### config.mk
export PLATFORM = sky130hd
export DESIGN_NAME = spi_mstr
export DESIGN_NICKNAME = d
export VERILOG_FILES = /design/src/rtl/spi_mstr.sv
export SDC_FILE = /design/constraint.sdc
export NUM_CORES = 1
export LEC_CHECK = 0
export CAP_MARGIN = 40
export CORE_UTILIZATION = 53
export CTS_BUF_LIST = sky130_fd_sc_hd__clkbuf_8 sky130_fd_sc_hd__clkbuf_16
export DETAILED_ROUTE_END_ITERATION = 8
export PLACE_DENSITY = 0.74
export SYNTH_ARGS = -nofsm -noshare
export SYNTH_HDL_FRONTEND = slang
export SYNTH_SLANG_ARGS = --single-unit
### constraint.sdc
create_clock -name clk -period 2.81 [get_ports clk]
set_input_delay 0.4215 -clock clk [delete_from_list [all_inputs] [get_ports clk]]
set_output_delay 0.4215 -clock clk [all_outputs]
set_load 0.02 [all_outputs]
### src/rtl/spi_mstr.sv
// SPI master: 8/16-bit frames, MSB first, selectable slave-sampling edge.
// Define SPI_MSTR_MISO_EN to add MISO capture into rd_data.
module spi_mstr #(
    parameter int SCLK_DIV = 32
) (
    input  logic        clk,
    input  logic        rst_n,
    input  logic        wrt,
    input  logic [15:0] data_out,
    input  logic        pos_edge,
    input  logic        width8,
`ifdef SPI_MSTR_MISO_EN
    input  logic        MISO,
    output logic [15:0] rd_data,
`endif
    output logic        SS_n,
    output logic        SCLK,
    output logic        MOSI,
    output logic        done
);

    localparam int HALF = SCLK_DIV / 2;
    localparam int CW   = (HALF > 1) ? $clog2(HALF) : 1;

    typedef enum logic [1:0] {IDLE, FRONT, SHIFT, BACK} state_t;

    state_t        state;
    logic [CW-1:0] cnt;
    logic [3:0]    bits;
    logic [15:0]   sr;
    logic          pe;
    logic          w8;
    logic          half_end;
    logic          last_bit;
`ifdef SPI_MSTR_MISO_EN
    logic [15:0]   rx;
`endif

    assign half_end = (cnt == CW'(HALF - 1));
    assign last_bit = (bits == (w8 ? 4'd7 : 4'd15));
    assign MOSI     = sr[15];

    always_ff @(posedge clk or negedge rst_n) begin
        if (!rst_n) begin
            state <= IDLE;
            cnt   <= '0;
            bits  <= '0;
            sr    <= '0;
            pe    <= 1'b0;
            w8    <= 1'b0;
            SS_n  <= 1'b1;
            SCLK  <= 1'b1;
            done  <= 1'b0;
`ifdef SPI_MSTR_MISO_EN
            rx      <= '0;
            rd_data <= '0;
`endif
        end else begin
            unique case (state)
                IDLE: begin
                    if (wrt) begin
                        sr    <= width8 ? {data_out[7:0], 8'h00} : data_out;
                        pe    <= pos_edge;
                        w8    <= width8;
                        bits  <= '0;
                        cnt   <= '0;
                        SS_n  <= 1'b0;
                        done  <= 1'b0;
                        state <= FRONT;
`ifdef SPI_MSTR_MISO_EN
                        rx    <= '0;
`endif
                    end
                end
                FRONT: begin
                    if (half_end) begin
                        cnt   <= '0;
                        SCLK  <= 1'b0;
                        state <= SHIFT;
`ifdef SPI_MSTR_MISO_EN
                        if (!pe) rx <= {rx[14:0], MISO};
`endif
                    end else begin
                        cnt <= cnt + CW'(1);
                    end
                end
                SHIFT: begin
                    cnt <= half_end ? '0 : cnt + CW'(1);
                    // Low half ends in a rise, high half ends in a fall
                    if (half_end && !SCLK) begin
                        SCLK <= 1'b1;
                        if (!pe && !last_bit) sr <= {sr[14:0], 1'b0};
`ifdef SPI_MSTR_MISO_EN
                        if (pe) rx <= {rx[14:0], MISO};
`endif
                    end else if (half_end) begin
                        if (last_bit) begin
                            state <= BACK;
                        end else begin
                            SCLK <= 1'b0;
                            bits <= bits + 4'd1;
                            if (pe) sr <= {sr[14:0], 1'b0};
`ifdef SPI_MSTR_MISO_EN
                            if (!pe) rx <= {rx[14:0], MISO};
`endif
                        end
                    end
                end
                BACK: begin
                    if (half_end) begin
                        cnt   <= '0;
                        SS_n  <= 1'b1;
                        done  <= 1'b1;
                        sr    <= '0;
                        state <= IDLE;
`ifdef SPI_MSTR_MISO_EN
                        rd_data <= w8 ? {8'h00, rx[7:0]} : rx;
`endif
                    end else begin
                        cnt <= cnt + CW'(1);
                    end
                end
                default: state <= IDLE;
            endcase
        end
    end

endmodule

==> reports/results.txt <==
Status - finished, final reports clean
Finished Layout Cells - 245
Hold WS - 486 ps
Min Tclk post-route - 2260 ps
DP Wirelength - 2790 µm
Area growth syn-to-layout - 21.0%
CTS tree - yes
Fmax - 0.442 GHz
Slowest CP cell - ha_1
Seq/Total Area, Yosys - 0.421
Die Span X - 61.1 µm
Worst hold path type - flop to flop
FF+latch count, synth - 31
Vias in the first global route - 1335
Post-synthesis instance total - 174
Pin count of the biggest net entering global routing - 32
PortBufs - 24
DR vias - 1392
Final Hold Viols - 0
WP buf/inv - 1
Synth top area share - 0.393
Critical path arrival - 2430 ps
Fill count - 279
Synth unique cells - 41
Detailed Route WL - 3830 µm
Fraction of registers with async set/reset - 1.00
Syn Area/Cell - 10.6 µm²
Setup TNS - 0 ps
RSZ-0062 raised after global routing - false
Hold buffers post-CTS - 0
# clock sinks - 31
Yosys warns - 0
Leakage - 0.000978 µW
Inserted Clock Buffers - 5
Commonest non-fill, non-tap cell in the layout - dfrtp_1
Routability Congestion - 0.779
CP Class - flop to flop
Initial core utilization - 0.554
Max VDD drop - 0.528 mV
Grt ovf - 0
CP peak stage delay - 550 ps
Post_cts resized - 0
# setup viols final - 0
Syn_nets - 203
Fin crit share - 0.806
Initial antenna violation count - 0
Iteration-0 DRC Markers - 150
Row count - 21
GR peak layer - met2
GR Layer Usage met3 - 0.0588
IO Count - 25
Max-cap check violation count - 0
Pwr per Cell Area - 1020 nW/µm²
Top post-synthesis cells by area - dfrtp_1 39%, mux2_4 7.3%, ha_1 5.4%
Critical-path cell list - inv_1 -> ha_1 -> or2_1 -> nor2_1 -> a22o_1 -> mux2_1
N_diodes - 0
Drt drc - 0
Vias/cell - 5.68
Slew Limit Fails - 0
Fin nets - 227
Placeable Area - 3340 µm²
Pre-Repair DR Iteration Count - 4
M2 GR Usage - 0.356
Placed cells - 237
GR Util All Layers - 0.239
Reg clk slew, reported paths - 70 ps
Critical path fanouts, max - 18
Clock buffer depth - 2
Most frequent cells in the layout - 29 x dfrtp_1, 24 x clkdlybuf4s50_1, 18 x nand2_1
Most common flop cell mapped by yosys - dfrtp_1
Setup Skew - 4.33 ps
First-pass GRT wire length - 6310 µm
Worst-margin pin slew - 594 ps
CTS root buf - clkbuf_8
Die area - 3730 µm²
Clock Latency Late Sink - 280 ps
Largest area contributor in the synthesized netlist - dfrtp_1
Worst setup EP type - flop
Slew headroom - 0.604
Htree depth - 2
Setup Buffers After CTS - 0
Number of enable flip-flop cells after synthesis - 0
Routed len/inst - 15.6 µm
Cell family with the largest share of critical-path delay - adder cells
Crit start category - flop
Met1 usage - 0.331
Worst path required time - 2980 ps
Die Y - 61.1 µm
Share of layout cells above drive strength 1 - 0.141
Antenna viol nets, final - 0
Syn Std Cell Area - 1850 µm²
area by class of cell:
type	count	area [µm²]	share of cell area
multi-input combinational	128	997	0.446
sequential	31	778	0.348
timing repair buffer	28	270	0.121
clock buffer	6	82.6	0.0369
tap	46	57.6	0.0257
clock inverter	2	35.0	0.0157
inverter	4	15.0	0.00672
routing by layer:
layer	vias to the layer above	part of all wire	wire, µm
li1	675	-	-
met1	674	0.47	1790
met2	37	0.47	1800
met3	6	0.042	162
met4	0	0.019	73
met5	-	0	0
final timing paths:
kind / to / slack, ps / from / cells after the start
setup / recovery: sr[7] / 550 / state[0] / 6
hold / removal: sr[11] / 490 / sr[11] / 1
setup reg to reg: sr[7] / 550 / state[0] / 6
hold reg to reg: sr[11] / 490 / sr[11] / 1
max in group asynchronous: SCLK / 1970 / rst_n / 2
min in group asynchronous: sr[7] / 530 / rst_n / 2
sequential cells by signal, summed over array words and instances (netlist names):
register  count
state         2
SCLK          1
SS_n          1
sr           16
pe            1
done          1
w8            1
bits          4
cnt           4
where the power goes:
part           switching (µW)  leakage [µW]  internal [µW]
Clock                     167     0.0000612            287
Sequential                140      0.000392            625
Combinational             532      0.000524            539
Total                     840      0.000978           1450
synth_stat cells, types with 2 or more instances:
cell type,instances
mux2i_1,9
a21oi_1,5
nand2_1,18
buf_6,2
o21a_1,3
nand3_1,7
nor2_1,9
inv_1,4
o21ai_0,13
clkbuf_1,8
dfrtp_1,29
ha_1,8
a311oi_1,2
and3_1,2
nand3b_1,2
nor3b_1,2
a22o_1,8
mux2_2,2
mux2_4,9
dfstp_2,2
mux2_1,8
nor3_1,3
stage by stage:
step           total power, µW  area [µm²]  utilization  worst slack, ps
3_5_place_dp              1840        2120        0.635              567
2_1_floorplan             1620        1850            -              868
5_1_grt                   2460        2240        0.670              398
3_3_place_gp              1780        2120        0.635              676
4_1_cts                   2300        2240        0.670              555
6_report                  2290        2240        0.670              545
logic make-up (layout without fill, tap and decap cells):
group / count (synthesis) / in the layout / synth area share
compound gates: 41 / 41 / 0.155
xor+xnor: 2 / 2 / 0.0135
fa+ha+maj: 8 / 8 / 0.0542
buf+inv: 15 / 40 / 0.0393
flops: 31 / 31 / 0.421
mux: 28 / 28 / 0.183
simple gates: 49 / 49 / 0.134
Note: power is estimated with default switching activity, not from simulation.
